--- src/rtl/pipeline_pkg.sv ---
// Shared pipeline definitions: data/index widths, the hardwired zero register
// index, and the write-back bus struct used by the MEM/WB register, the
// write-back stage and the forwarding unit.
package pipeline_pkg;

    localparam int DATA_W = 32;
    localparam int ADDR_W = 5;
    localparam int NREGS  = 2 ** ADDR_W;

    localparam logic [ADDR_W-1:0] REG_ZERO = '0;

    typedef struct packed {
        logic [DATA_W-1:0] data;
        logic [ADDR_W-1:0] rd;
        logic              en;
    } wb_bus_t;

endpackage

--- src/rtl/wb_regfile_if.sv ---
// MEM/WB -> write-back bus plus the ID-stage read ports and the forwarding
// taps.
//   master : pipeline side, drives MEM/WB fields and read indices
//   slave  : wb_regfile, returns read data and forwarding info
interface wb_regfile_if;
    import pipeline_pkg::*;

    logic [DATA_W-1:0] memrdatain;
    logic [DATA_W-1:0] ALUresultin;
    logic [ADDR_W-1:0] rt_rddin;
    logic              MemtoRegin;
    logic              Regwritein;
    logic [ADDR_W-1:0] rs_addr;
    logic [ADDR_W-1:0] rt_addr;
    logic [DATA_W-1:0] rs_data;
    logic [DATA_W-1:0] rt_data;
    logic [DATA_W-1:0] wb_data;
    logic [ADDR_W-1:0] wb_rd;
    logic              wb_en;

    modport master (
        output memrdatain, ALUresultin, rt_rddin, MemtoRegin, Regwritein,
               rs_addr, rt_addr,
        input  rs_data, rt_data, wb_data, wb_rd, wb_en
    );

    modport slave (
        input  memrdatain, ALUresultin, rt_rddin, MemtoRegin, Regwritein,
               rs_addr, rt_addr,
        output rs_data, rt_data, wb_data, wb_rd, wb_en
    );

endinterface

--- src/rtl/wb_regfile_rf2r1w.sv ---
// regfile_2r1w: bare 2-read / 1-write register array.
//   clk, rst      : clock, synchronous active-high clear of every entry
//   we_i/waddr_i/wdata_i : write port (index 0 writes are dropped)
//   raddr_a_i/raddr_b_i  : combinational read indices
//   rdata_a_o/rdata_b_o  : read data, index 0 always reads 0
module regfile_2r1w
    import pipeline_pkg::*;
(
    input  logic              clk,
    input  logic              rst,
    input  logic              we_i,
    input  logic [ADDR_W-1:0] waddr_i,
    input  logic [DATA_W-1:0] wdata_i,
    input  logic [ADDR_W-1:0] raddr_a_i,
    input  logic [ADDR_W-1:0] raddr_b_i,
    output logic [DATA_W-1:0] rdata_a_o,
    output logic [DATA_W-1:0] rdata_b_o
);

    logic [NREGS-1:0][DATA_W-1:0] mem_q;

    always_ff @(posedge clk) begin
        if (rst) begin
            mem_q <= '0;
        end else if (we_i && (waddr_i != REG_ZERO)) begin
            mem_q[waddr_i] <= wdata_i;
        end
    end

    // Entry 0 is never written, but force the read anyway so register 0 is
    // zero even before the first reset edge.
    assign rdata_a_o = (raddr_a_i == REG_ZERO) ? '0 : mem_q[raddr_a_i];
    assign rdata_b_o = (raddr_b_i == REG_ZERO) ? '0 : mem_q[raddr_b_i];

endmodule

--- src/rtl/wb_regfile.sv ---
// wb_regfile: write-back stage + architectural register file.
//   clk, rst  : clock, synchronous active-high reset
//   bus       : MEM/WB inputs, ID read ports, forwarding outputs (slave side)
//   wr_count  : committed register writes since reset, wraps at 2**CNT_W
module wb_regfile
    import pipeline_pkg::*;
#(
    parameter int CNT_W = 32
) (
    input  logic             clk,
    input  logic             rst,
    wb_regfile_if.slave      bus,
    output logic [CNT_W-1:0] wr_count
);

    wb_bus_t           wb;
    logic [DATA_W-1:0] arr_a, arr_b;
    logic [CNT_W-1:0]  wr_count_q, wr_count_d;

    // Write-back select and effective enable. Masking with rst keeps the
    // forwarding unit and the bypass from seeing a write that reset discards.
    always_comb begin
        wb.data = bus.MemtoRegin ? bus.memrdatain : bus.ALUresultin;
        wb.en   = bus.Regwritein && (bus.rt_rddin != REG_ZERO) && !rst;
        wb.rd   = wb.en ? bus.rt_rddin : REG_ZERO;
    end

    regfile_2r1w u_rf (
        .clk       (clk),
        .rst       (rst),
        .we_i      (wb.en),
        .waddr_i   (wb.rd),
        .wdata_i   (wb.data),
        .raddr_a_i (bus.rs_addr),
        .raddr_b_i (bus.rt_addr),
        .rdata_a_o (arr_a),
        .rdata_b_o (arr_b)
    );

    // Write-through bypass: wb.rd is never 0 while wb.en is set, so a read of
    // index 0 can never match and still returns 0 from the array.
    always_comb begin
        bus.rs_data = (wb.en && (bus.rs_addr == wb.rd)) ? wb.data : arr_a;
        bus.rt_data = (wb.en && (bus.rt_addr == wb.rd)) ? wb.data : arr_b;
    end

    assign bus.wb_data = wb.data;
    assign bus.wb_rd   = wb.rd;
    assign bus.wb_en   = wb.en;

    assign wr_count_d = wb.en ? wr_count_q + 1'b1 : wr_count_q;

    always_ff @(posedge clk) begin
        if (rst) wr_count_q <= '0;
        else     wr_count_q <= wr_count_d;
    end

    assign wr_count = wr_count_q;

endmodule

--- src/flat_wrapper.sv ---
// flat-port wrapper written by rule: the top's interface ports become plain ports
module wb_regfile_flat import pipeline_pkg::*;
#(
    parameter int CNT_W = 32
)
  (clk, rst, wr_count, bus_memrdatain, bus_ALUresultin, bus_rt_rddin, bus_MemtoRegin, bus_Regwritein, bus_rs_addr, bus_rt_addr, bus_rs_data, bus_rt_data, bus_wb_data, bus_wb_rd, bus_wb_en);
  wb_regfile_if bus_i ();
  input  logic clk;
  input  logic rst;
  output logic [CNT_W-1:0] wr_count;
  input wire logic [$bits(bus_i.memrdatain)-1:0] bus_memrdatain;
  input wire logic [$bits(bus_i.ALUresultin)-1:0] bus_ALUresultin;
  input wire logic [$bits(bus_i.rt_rddin)-1:0] bus_rt_rddin;
  input wire logic [$bits(bus_i.MemtoRegin)-1:0] bus_MemtoRegin;
  input wire logic [$bits(bus_i.Regwritein)-1:0] bus_Regwritein;
  input wire logic [$bits(bus_i.rs_addr)-1:0] bus_rs_addr;
  input wire logic [$bits(bus_i.rt_addr)-1:0] bus_rt_addr;
  output wire logic [$bits(bus_i.rs_data)-1:0] bus_rs_data;
  output wire logic [$bits(bus_i.rt_data)-1:0] bus_rt_data;
  output wire logic [$bits(bus_i.wb_data)-1:0] bus_wb_data;
  output wire logic [$bits(bus_i.wb_rd)-1:0] bus_wb_rd;
  output wire logic [$bits(bus_i.wb_en)-1:0] bus_wb_en;
  assign bus_i.memrdatain = bus_memrdatain;
  assign bus_i.ALUresultin = bus_ALUresultin;
  assign bus_i.rt_rddin = bus_rt_rddin;
  assign bus_i.MemtoRegin = bus_MemtoRegin;
  assign bus_i.Regwritein = bus_Regwritein;
  assign bus_i.rs_addr = bus_rs_addr;
  assign bus_i.rt_addr = bus_rt_addr;
  assign bus_rs_data = bus_i.rs_data;
  assign bus_rt_data = bus_i.rt_data;
  assign bus_wb_data = bus_i.wb_data;
  assign bus_wb_rd = bus_i.wb_rd;
  assign bus_wb_en = bus_i.wb_en;
  wb_regfile #(.CNT_W(CNT_W)) u_core (.clk(clk), .rst(rst), .bus(bus_i), .wr_count(wr_count));
endmodule
--- config.mk ---
export PLATFORM = sky130hd
export DESIGN_NAME = wb_regfile_flat
export DESIGN_NICKNAME = d
export VERILOG_FILES = /design/src/rtl/pipeline_pkg.sv /design/src/rtl/wb_regfile_if.sv /design/src/rtl/wb_regfile_rf2r1w.sv /design/src/rtl/wb_regfile.sv /design/src/flat_wrapper.sv
export SDC_FILE = /design/constraint.sdc
export NUM_CORES = 2
export LEC_CHECK = 0
export BUFFER_PORTS_ARGS = -buffer_cell sky130_fd_sc_hd__clkbuf_2
export CORE_ASPECT_RATIO = 0.75
export CORE_UTILIZATION = 25
export DETAILED_ROUTE_END_ITERATION = 8
export HOLD_SLACK_MARGIN = 0.1
export SYNTH_ARGS = -nofsm -noshare
export SYNTH_HDL_FRONTEND = slang
export SYNTH_SLANG_ARGS = --single-unit
--- constraint.sdc ---
create_clock -name clk -period 3 [get_ports clk]
set_input_delay 0.45 -clock clk [delete_from_list [all_inputs] [get_ports clk]]
set_output_delay 0.45 -clock clk [all_outputs]
set_load 0.03 [all_outputs]
==> impl_metrics.py <==
metrics = {
    "sta": {
        "final-setup-viol-count": 5,
        "worst_pin_slew_ns": 1.13,
        "hold_viol": 0,
        "period_share": 1.01,
        "clock_skew_ns": 0.0111,
        "layout_min_cycle_time_ns": 3.03,
        "whs_ns": 0.249,
        "slew_viol_final": 0,
        "slew_headroom": 0.248,
        "rsz0062_at_grt": "true",
        "tns_ns": -0.0603,
        "fin_ws_ns": -0.0330,
        "fmax_mhz": 330,
    },
    "worst_setup_path": {
        "reg2reg_depth": 6,
        "cp.required_ns": 2.55,
        "startpoint": "bus_rt_addr[1]",
        "crit_family": "buffers and inverters",
        "max_stage_delay_ns": 0.30,
        "endpoint_kind": "output pin",
        "r2r-end": "u_core.wr_count[26]",
        "path_buf_inv": 7,
        "crit_chain": "clkbuf_8, buf_12, xnor2_2, o211ai_1, buf_4, o21ai_4, buf_12, buf_6, a21oi_1, buf_4, a211o_1, clkbuf_8",
        "ff2ff_setup_slack_ns": 0.77,
        "cp.arrival_ns": 2.58,
        "critPathMaxFanout": 9,
        "critPathSlowestCell": "a211o_1",
        "r2r_start": "u_core.wr_count[3]",
        "critPathKind": "in2out",
        "start_kind": "primary input",
    },
    "yosys": {
        "synth_cell_types": 65,
        "synth_seq_cells": 1056,
        "yosysWarningCount": 0,
        "netlist_area_mm2": 0.0537,
        "async_flop_share": 0,
        "yosysSeqAreaShare": 0.394,
        "syn_inst": 5601,
        "ys.flop_type": "dfxtp_1",
        "avgSynthCellArea_um2": 9.59,
        "syn-num-nets": 5685,
        "synth_edf_count": 0,
    },
    "power_and_ir_drop": {
        "power.density_mw_per_mm2": 491,
        "clkPwrFrac": 0.431,
        "power_leakage_nw": 22.6,
        "switching_share": 0.281,
        "combPwrFrac": 0.141,
        "ir_drop_mv": 0.405,
        "seq_power_share": 0.428,
        "p_int_mw": 23.9,
        "power.switching_mw": 9.32,
    },
    "clocking": {
        "cts_tree": "built",
        "cts.sinks": 1056,
        "hold_buffers": 0,
        "numCtsBuffers": 112,
        "insertion_delay_ns": 0.75,
        "htree_levels": 3,
        "cts_buffer_depth": 3,
        "clk_pin_slew_ns": 0.06,
        "clockRootBuffer": "clkbuf_16",
    },
    "global_route": {
        "grt_pass1_wl_mm": 324,
        "grt_start_max_net_pins": 226,
        "grt_util_all_layers": 0.201,
        "grt_overflow": 0,
        "grt_pass1_vias": 45900,
        "antenna_found_initial": 7,
    },
    "outcome": {
        "status": "finished, violations left",
        "failed_checks": "negative setup slack",
    },
    "worst_hold_path": {
        "hold_class": "in2reg",
        "min_to": "u_core.u_rf.mem_q[648]",
        "hp-start": "bus_ALUresultin[8]",
        "whs_path_depth": 3,
    },
    "die": {
        "ios": 217,
        "fp.dieH_um": 403,
        "die_x_um": 537,
        "coreArea_mm2": 0.212,
        "initial_utilization": 0.253,
        "num_rows": 146,
        "die_area_mm2": 0.217,
    },
    "layout": {
        "final_net_count": 5917,
        "final_common_cell": "nor2_1",
        "final_cell_mix": "nor2_1, dfxtp_1, a211oi_1",
        "area_growth_pct": 25.8,
        "fin_util": 0.318,
        "drive_gt1_frac": 0.251,
    },
    "route": {
        "routed_via_density": 5.63,
        "drt_iter0_markers": 5971,
        "drtPass1Iterations": 6,
        "wl_per_cell_um": 26.0,
        "wl_mm": 227,
        "drc": 0,
        "ant_nets": 0,
        "via_count": 49200,
    },
    "run": {
        "drv_cap": 0,
    },
    "placement": {
        "hpwl_mm": 150,
        "place.gp.congestion": 0.892,
        "port_buffers": 216,
    },
}
-- timing repair --
item                       CTS  global route
gates cloned                 0             3
hold endpoints to repair     0             0
pin swaps                   36            45
setup endpoints to repair   62            62
resized for setup          159           144
setup buffers                8            20
-- registers in the layout, summed over array words and instances (netlist names) --
register and cells:
u_core.u_rf.mem_q 1024, u_core.wr_count 32
-- worst max-delay path by stage --
stage / to / slack [ns] / depth (start not counted)
6_report: bus_rt_data[23] / -0.03 / 12
5_1_grt: bus_rt_data[29] / -0.06 / 8
4_1_cts: bus_rt_data[12] / -0.03 / 6
3_5_place_dp: bus_rt_data[19] / -0.29 / 12
3_3_place_gp: bus_rt_data[19] / -0.33 / 12
2_1_floorplan: bus_rs_data[12] / 0.13 / 8
-- power by group through the flow --
stage,Combinational [mW],Sequential (mW),Clock [mW]
after floorplan,2.31,14.5,0
after global placement,4.34,14.5,0
after detailed placement,4.35,14.5,0
after CTS,4.50,14.2,14.5
after global routing,4.83,14.2,15.1
final,4.67,14.2,14.3
-- final cells by class --
type | instances | area [µm²]
diodes | 4 | 10.0
clock buffers | 169 | 3320
clock inverters | 36 | 395
fillers | 21600 | 145000
inverters | 93 | 352
multi-input cells | 3794 | 30900
flip-flops and latches | 1056 | 21200
well taps | 2812 | 3520
repair buffers | 776 | 7920
-- cells in the mapped netlist, types with 37 or more instances --
master,count,area (µm²)
a211oi_1,994,7460
nand2_1,58,218
mux2i_1,529,5300
a221oi_1,192,1680
o21ai_0,65,325
buf_2,149,746
nand2b_1,38,238
or3_1,43,269
a21oi_1,96,480
nor2b_1,37,231
a22oi_1,59,443
o22ai_1,44,275
dfxtp_1,1056,21100
nor2_1,1060,3980
inv_1,93,349
clkbuf_1,456,1710
mux4_2,260,5860
a221o_1,60,601
nor3_1,39,195
-- worst min-delay path: stages --
cell	delay, ns
clkbuf_2	0.10
mux2i_4	0.15
a211oi_1	0.23
-- cells by family after synthesis --
group                    share of synthesized area
AO/OA/AOI/OAI                                0.226
AND/OR/NAND/NOR                              0.107
flip-flops                                   0.394
multiplexers                                 0.210
buffers and inverters                       0.0597
XOR/XNOR                                   0.00408
adder cells (fa/ha/maj)                   0.000233
-- per-stage QoR --
step | power [mW] | setup WS [ns] | instance area [µm²] | cells
floorplan | 16.8 | 0.134 | 53700 | 5601
finish | 33.2 | -0.0330 | 67500 | 8740
global placement | 18.8 | -0.325 | 62300 | 8508
CTS | 33.2 | -0.0250 | 66700 | 8713
detailed placement | 18.9 | -0.285 | 62300 | 8508
global route | 34.1 | -0.0631 | 67500 | 8738
-- per-layer routing --
layer	global-route usage	vias to the layer above	wire [µm]
met3	0.0382	531	22100
met2	0.298	2766	96800
met1	0.274	24200	94600
met4	0.108	2	13300
li1	-	21700	-
met5	0	-	27
Power figures use the tool's default switching activity.
